==> src/rtl/mult_sequencer.sv <==
// Arbitrates two requesters onto one shared combinational multiplier and captures the product.
// Operands are held stable for MUL_CYCLES cycles so the multiplier output has settled at capture.
module mult_sequencer #(
  parameter int WIDTH      = 32,
  parameter int MUL_CYCLES = 4
) (
  input  logic               clk,
  input  logic               clr,
  input  logic               a_valid,
  output logic               a_ready,
  input  logic [WIDTH-1:0]   a_m,
  input  logic [WIDTH-1:0]   a_q,
  input  logic               b_valid,
  output logic               b_ready,
  input  logic [WIDTH-1:0]   b_m,
  input  logic [WIDTH-1:0]   b_q,
  input  logic               abort,
  output logic [WIDTH-1:0]   mul_m,
  output logic [WIDTH-1:0]   mul_q,
  input  logic [2*WIDTH-1:0] mul_out,
  output logic [WIDTH-1:0]   hi,
  output logic [WIDTH-1:0]   lo,
  output logic               a_done,
  output logic               b_done,
  output logic               busy
);

  localparam int CNT_W = (MUL_CYCLES > 1) ? $clog2(MUL_CYCLES) : 1;
  localparam logic [CNT_W-1:0] CNT_LOAD = CNT_W'(MUL_CYCLES - 1);

  typedef enum logic [1:0] {
    IDLE = 2'd0,
    WAIT = 2'd1,
    DONE = 2'd2
  } state_t;

  state_t           state;
  state_t           state_nxt;
  logic [CNT_W-1:0] cnt;
  logic             owner_b;
  logic             last_grant_b;
  logic             capture;

  always_ff @(posedge clk or negedge clr) begin
    if (!clr) begin
      state <= IDLE;
    end else begin
      state <= state_nxt;
    end
  end

  // Grant goes to the requester that did not win last time when both are valid.
  always_comb begin
    state_nxt = state;
    a_ready   = 1'b0;
    b_ready   = 1'b0;
    capture   = 1'b0;
    case (state)
      IDLE: begin
        a_ready = a_valid && (!b_valid || last_grant_b);
        b_ready = b_valid && !a_ready;
        if (a_ready || b_ready) begin
          state_nxt = WAIT;
        end
      end
      WAIT: begin
        if (abort) begin
          state_nxt = IDLE;
        end else if (cnt == '0) begin
          capture   = 1'b1;
          state_nxt = DONE;
        end
      end
      DONE: begin
        state_nxt = IDLE;
      end
      default: begin
        state_nxt = IDLE;
      end
    endcase
  end

  always_ff @(posedge clk or negedge clr) begin
    if (!clr) begin
      mul_m        <= '0;
      mul_q        <= '0;
      cnt          <= '0;
      owner_b      <= 1'b0;
      last_grant_b <= 1'b1;
    end else if (a_ready) begin
      mul_m        <= a_m;
      mul_q        <= a_q;
      cnt          <= CNT_LOAD;
      owner_b      <= 1'b0;
      last_grant_b <= 1'b0;
    end else if (b_ready) begin
      mul_m        <= b_m;
      mul_q        <= b_q;
      cnt          <= CNT_LOAD;
      owner_b      <= 1'b1;
      last_grant_b <= 1'b1;
    end else if (state == WAIT && !abort && cnt != '0) begin
      cnt <= cnt - CNT_W'(1);
    end
  end

  // hi/lo only change on a completed, non-aborted multiply.
  always_ff @(posedge clk or negedge clr) begin
    if (!clr) begin
      hi <= '0;
      lo <= '0;
    end else if (capture) begin
      hi <= mul_out[2*WIDTH-1:WIDTH];
      lo <= mul_out[WIDTH-1:0];
    end
  end

  assign busy   = (state != IDLE);
  assign a_done = (state == DONE) && !owner_b;
  assign b_done = (state == DONE) && owner_b;

endmodule

==> config.mk <==
export PLATFORM = sky130hd
export DESIGN_NAME = mult_sequencer
export DESIGN_NICKNAME = d
export VERILOG_FILES = /design/src/rtl/mult_sequencer.sv
export SDC_FILE = /design/constraint.sdc
export NUM_CORES = 1
export LEC_CHECK = 0
export BUFFER_PORTS_ARGS = -buffer_cell sky130_fd_sc_hd__buf_4
export CORE_AREA = 2 2 129 131
export CTS_CLUSTER_SIZE = 40
export DETAILED_ROUTE_END_ITERATION = 12
export DIE_AREA = 0 0 131 133
export PLACE_DENSITY = 0.69
export SLEW_MARGIN = 20
export SYNTH_ARGS = -nofsm -noshare
export SYNTH_HDL_FRONTEND = slang
export SYNTH_SLANG_ARGS = --single-unit
==> constraint.sdc <==
create_clock -name clk -period 4.4 [get_ports clk]
set_input_delay 0.44 -clock clk [delete_from_list [all_inputs] [get_ports clk]]
set_output_delay 0.44 -clock clk [all_outputs]
set_load 0.1 [all_outputs]
* Word level (Yosys, flattened, before mapping)
Index checks and enable logic that the tools add are counted. W data, S select, Z words.
Word-level totals: flip-flop bits (word level) 134, bits of input ports 197
Cells by class: reductions and logical operators 19, $add $sub $neg 1, mux-type cells 18, eq/ne operators 4
Operators with widths (count):
- $mux W32 | 4
- $mux W2 | 6
- $mux W1 | 7
- $logic_and A1 B1 Y1 | 6
- $reduce_bool A2 Y1 | 3
- $logic_not A1 Y1 | 4
- $logic_not A2 Y1 | 2
- $pmux W2 S2 | 1
- $ne A3 B3 Y1 const B | 1
- $reduce_bool A3 Y1 | 1
- $eq A2 B1 Y1 const B | 1
- $eq A2 B2 Y1 const B | 1
- $logic_or A1 B1 Y1 | 2
- $ne A2 B2 Y1 const B | 1
- $reduce_and A2 Y1 | 1
- $sub A2 B1 Y2 const B | 1

* Longest topological paths before layout
Gate-level depths: netlist of run 1.
depth after elaboration 8, mapped depth 6, gate-level depth less buffers 5

* Least setup slack after synthesis of run 1
OpenSTA, ideal clock, no wires.
kind register -> output, from register state[0], to output a_done, slack 1.323 ns, cell stages (with the launch flop) 2, path buffers 0, data arrival time 2.637 ns, required time 3.960 ns, path through dfrtp_1 -> nor3b_1
Between the ends: word-level cells in the longest chain between the ends 2
Ends and longest elaborated chain:
- from (decl) | RTL line 37 | state_t state;
- from (signal assigned) | RTL line 48 | state <= state_nxt;
- $eq A2 B2 Y1 | RTL line 119 | assign a_done = (state == DONE) && !owner_b;
- $logic_and A1 B1 Y1 | RTL line 119
- to (decl) | RTL line 23 | output logic a_done,
Every way passes these cells.

* Final worst setup path of run 1
from register state[0], to output a_ready
Between the ends: word-level cells in the longest chain between the ends 2
Ends and longest elaborated chain:
- $logic_not A2 Y1 | RTL line 58 | case (state)
- $mux W1 | RTL line 58
- to (decl) | RTL line 10 | output logic a_ready,
Every way passes these cells.

==> run_results.csv, run 1 <==
group,metric,value,unit
outcome,status,"finished, final reports clean",
clocking,clkSinkCount,134,
worst_setup_path,cp-end-kind,"output pin",
floorplanning,design.core.area,16200,µm²
timing,fmax,392,MHz
placement,port_buffers,329,
global_routing,grtUsageMet2,33.0,%
global_routing,antenna_found_initial,0,
clocking,htreeDepth,4,
floorplanning,die_h,133,µm
floorplanning,die_x,131,µm
drt,drc,0,
layout,diodes,0,
worst_setup_path,crit_path_top_delay_cell,"nand3_4",
global_routing,grt_first_pass_wirelength,24800,µm
worst_setup_path,critPathMaxStageDelay,0.48,ns
yosys,syn_avg_cell_area,16.1,µm²
timing,tns,0,ns
yosys,netlist_instances,369,
worst_setup_path,crit_chain,"nor2_1, nand3_4, inv_1, buf_4",
yosys,syn_area,5960,µm²
clocking,cts-root-buf,"clkbuf_16",
yosys,ys_types,22,
timing,hold_viol,0,
floorplanning,die-area,17400,µm²
timing,skew,0.00807,ns
floorplanning,io_pins,330,
placement,place_ws,1.93,ns
timing,slew_viol_final,0,
yosys,yosysWarnings,0,
placement,place_area,8610,µm²
drt,drt-total-wl,16500,µm
drt,num_vias,4354,
clocking,tritoncts.num_buffers,17,
global_routing,use_met3,9.10,%
drt,initialDrtViolationCount,91,
drt,wire_per_inst,17.6,µm
global_routing,busiest_layer,"met2",
worst_setup_path,cp_top_family,"simple AND/OR/NAND/NOR gates",
layout,fin_area,9230,µm²
floorplanning,fp-row-count,47,
placement,dp_hpwl,12300,µm
global_routing,met1_usage,18.5,%
clocking,clk_latency,0.41,ns
clocking,cts_tree,"done",
global_routing,grt_use_total,18.8,%
timing,max_slew_margin,39.4,%
worst_setup_path,worstSetupPathType,"flop to output pin",
timing,fin_crit_sh,58.0,%
global_routing,grt_max_degree,100,
layout,layout.nets,899,
worst_setup_path,cp_num_buf_inv,2,
placement,gp_congestion,0.764,
yosys,synth_nets,567,
timing,worstMarginPinSlew,0.908,ns
drt,drt_first_pass_iters,4,
clocking,post_cts_buffers,0,
layout,syn2layout_area_growth,55.0,%
worst_setup_path,crit_required,3.96,ns
timing,setup_viol,0,
drt,ant_nets,0,
worst_setup_path,crit_arrival,2.11,ns
clocking,clk_pin_slew_worst_paths,0.06,ns
yosys,yosysSeqAreaShare,56.3,%
worst_setup_path,startpoint_type,"flop",
global_routing,grt_pass1_vias,4825,
job,cap_violations,0,
clocking,cts.repair.resized,0,
timing,period_minus_slack,2.55,ns
clocking,clk_path_buf_depth,2,
timing,final.setup.worst_slack,1.85,ns
drt,viasPerCell,4.66,
worst_setup_path,critPathMaxFanout,35,
timing,rsz0062_at_grt,"no",
hold_path,hp-class,"input port to async pin",
yosys,synth-seq-cells,134,
global_routing,grt-ovfl-total,0,
floorplanning,start_util,36.8,%
clocking,hold_buffers,0,
layout,drive_above_1_share,78.9,%
layer usage:
metal	wire, µm	part of all wire (%)
met4	502	3.0
met1	5610	34
met5	0	0
met2	8460	51
met3	1910	12
worst paths after layout:
| kind | cells past startpoint | from | endpoint | slack, ns |
|---|---|---|---|---|
| setup / recovery | 4 | state[0] | a_ready | 1.85 |
| hold / removal | 1 | clr | hi[20] | 0.12 |
| setup reg to reg | 5 | cnt[0] | hi[11] | 1.98 |
| hold reg to reg | 1 | lo[9] | lo[9] | 0.51 |
| max in group asynchronous | 2 | clr | mul_q[5] | 3.20 |
| min in group clk | 2 | mul_out[15] | lo[15] | 0.26 |
final cells by class:
| type | count | area, µm² |
|---|---|---|
| fill | 1306 | 6940 |
| sequential | 134 | 3350 |
| timing repair buffer | 334 | 2510 |
| multi-input combinational | 210 | 2460 |
| clock buffer | 17 | 425 |
| tap | 220 | 275 |
| clock inverter | 15 | 193 |
| inverter | 4 | 15.0 |
metrics by stage:
stage          util [%]  std cells  hold WS, ns
2_1_floorplan         -        369        0.144
3_3_place_gp       53.3        902        0.493
3_5_place_dp       53.3        902        0.497
4_1_cts            57.1        934        0.170
5_1_grt            57.1        934        0.188
6_report           57.1        934        0.118
kinds of logic after synthesis:
kind of cell / after synthesis / share of synthesized area, %
compound gates: 4 / 0.483
mux: 192 / 38.7
simple gates: 12 / 1.41
flops: 134 / 56.3
xor+xnor: 1 / 0.147
buf+inv: 25 / 2.75
fa+ha+maj: 1 / 0.210
cells in the final DEF, fill, tap and decap left out, types with 2 or more instances in the layout:
cell          n
mux2_2      154
bufinv_16     3
clkinv_4      2
inv_8         2
dfrtp_1     133
inv_6         4
mux2_4       38
clkbuf_16    17
nand2_1       2
buf_4       333
inv_1         4
o21a_1        2
nand3_1       2
clkinvlp_4    3
Yosys cell counts:
library cell  number  area, µm²
a21oi_1            1       5.00
and3b_1            1       8.76
and4bb_2           1       12.5
buf_2             11       55.1
buf_4              5       37.5
buf_6              5       56.3
dfrtp_1          133       3330
dfstp_2            1       26.3
ha_1               1       12.5
inv_1              4       15.0
mux2_2           154       1730
mux2_4            38        571
nand2_1            2       7.51
nand2b_1           1       6.26
nand3_1            3       15.0
nor2_1             1       3.75
nor3b_1            1       7.51
nor3b_2            1       12.5
o2111ai_1          1       8.76
o21a_1             2       15.0
or4b_2             1       10.0
xnor2_1            1       8.76
registers in the layout (all words and copies together) (netlist names):
register / count
last_grant_b: 1
mul_m: 32
owner_b: 1
hi: 32
mul_q: 32
cnt: 2
state: 2
lo: 32
Power of run 1 is not shown: default switching activity piles up to over one toggle a cycle in this logic, so the estimate is an artifact.
==> run 2: changes to the inputs <==
clock period = 2.4 ns   (was 4.4 ns; I/O delays follow)
==> run 2 against run 1 <==
  * Die area is the same
  * Final cell count grew 0.11%
  * Wire length shrank 2.7%
  * Core utilization grew 0.54 points
  * Worst setup slack lost 1.7 ns
  * Worst hold slack lost 0.068 ns
  * First-iteration DRC count shrank 37%
  * Cell area grew 0.95%
  * Critical path type unchanged
  * Critical endpoint unchanged
==> run_results.csv, run 2 (synthesis results as in run 1) <==
group,metric,value,unit
outcome,status,"finished, final reports clean",
global_routing,grt_use_total,18.3,%
worst_setup_path,critPathMaxFanout,21,
timing,tns,0,ns
placement,dp_hpwl,12000,µm
layout,layout_common_cells,"330 x buf_4, 154 x mux2_2, 133 x dfrtp_1",
timing,fin_crit_sh,92.5,%
clocking,cts_tree,"done",
floorplanning,start_util,36.8,%
clocking,clk_path_buf_depth,2,
hold_path,whs_endpoint,"lo[15]",
layout,diodes,0,
floorplanning,design.core.area,16200,µm²
drt,wire_per_inst,17.2,µm
worst_setup_path,reg2reg_to,"mul_q[25]",
worst_setup_path,cp-end-kind,"output pin",
layout,layout.cells.non_filler,935,
floorplanning,io_pins,330,
hold_path,hold_depth,2,
worst_setup_path,crit_arrival,1.98,ns
clocking,cts-root-buf,"clkbuf_16",
clocking,htreeDepth,4,
worst_setup_path,rrSetupSlack,0.46,ns
hold_path,hp-class,"input port to flop",
clocking,clkSinkCount,134,
layout,final_common_cell,"buf_4",
clocking,clk_latency,0.41,ns
floorplanning,die_h,133,µm
worst_setup_path,reg2reg_from,"state[0]",
clocking,cts.repair.resized,0,
drt,num_vias,4354,
layout,syn2layout_area_growth,56.4,%
drt,viasPerCell,4.66,
clocking,post_cts_buffers,0,
worst_setup_path,startpoint_type,"flop",
clocking,tritoncts.num_buffers,17,
clocking,clk_pin_slew_worst_paths,0.06,ns
global_routing,grt_pass1_vias,4774,
timing,rsz0062_at_grt,"no",
drt,ant_nets,0,
floorplanning,die-area,17400,µm²
global_routing,grt_first_pass_wirelength,24300,µm
placement,port_buffers,329,
timing,skew,0.0138,ns
job,cap_violations,0,
drt,drc,0,
floorplanning,fp-row-count,47,
timing,worstMarginPinSlew,0.535,ns
timing,setup_viol,0,
worst_setup_path,reg2reg_depth,4,
timing,max_slew_margin,64.4,%
drt,drt-total-wl,16000,µm
global_routing,grt-ovfl-total,0,
global_routing,grt_max_degree,63,
worst_setup_path,worstSetupPathType,"flop to output pin",
timing,period_minus_slack,2.22,ns
worst_setup_path,crit_required,2.16,ns
floorplanning,die_x,131,µm
timing,hold_viol,0,
placement,gp_congestion,0.742,
global_routing,antenna_found_initial,1,
layout,layout.nets,902,
timing,fmax,450,MHz
drt,initialDrtViolationCount,57,
hold_path,hp-start,"mul_out[15]",
worst_setup_path,startpoint,"state[0]",
timing,slew_viol_final,0,
drt,drt_first_pass_iters,4,
layout,drive_above_1_share,78.5,%
placement,dp_cells,904,
-- run 2: cell count changes in the layout (fill, tap and decap cells not counted), moves of 2 or more --
cell / before / now
inv_6: 4 / 0
inv_8: 2 / 0
clkbuf_1: 0 / 3
clkbuf_8: 0 / 2
buf_4: 333 / 330
buf_12: 0 / 5
-- run 2: critical path: stages, from the launching register on --
cell     delay (ns)
dfrtp_1        0.45
nor2_1         0.30
nand3_4        0.35
inv_1          0.16
buf_4          0.31
-- run 2: layout make-up --
cell class              instances  area (µm²)
clock inverters                 8         149
multi-input cells             210        2460
fillers                      1341        6850
repair buffers                337        2600
inverters                       4        15.0
well taps                     220         275
clock buffers                  22         464
flip-flops and latches        134        3350
-- run 2: worst max-delay path by stage --
| stage | end | slack (ns) | cells past startpoint |
|---|---|---|---|
| 6_report | a_ready | 0.18 | 4 |
| 5_1_grt | a_ready | 0.04 | 4 |
| 4_1_cts | a_ready | 0.12 | 4 |
| 3_5_place_dp | mul_q[25] | 0.47 | 4 |
| 3_3_place_gp | mul_q[22] | 0.52 | 4 |
| 2_1_floorplan | b_ready | -0.009 | 3 |
-- run 2: what timing repair did --
| action | 4_1_cts | 5_1_grt |
|---|---|---|
| endpoints found under the hold margin | 52 | 0 |
| endpoints found under the setup margin | 0 | 0 |
| hold buffers | 1 | 0 |
-- run 2: routing by layer --
metal	up-vias	GRT usage, %	wire length [µm]
met3	21	8.69	1890
met5	-	0	10
met4	2	6.38	255
met1	2124	19.6	5910
met2	217	31.1	7980
li1	1990	-	-
-- run 2: per-stage QoR --
| stage | utilization, % | instance area [µm²] | hold slack (ns) | setup WS, ns |
|---|---|---|---|---|
| final | 57.6 | 9320 | 0.0503 | 0.179 |
| after global routing | 57.6 | 9320 | 0.0358 | 0.0449 |
| after CTS | 57.6 | 9320 | 0.0330 | 0.121 |
| after detailed placement | 53.8 | 8700 | 0.242 | 0.469 |
| after global placement | 53.8 | 8700 | 0.230 | 0.518 |
| after floorplan | - | 5960 | -0.0556 | -0.00864 |
Power of run 2 is left out for the same reason.
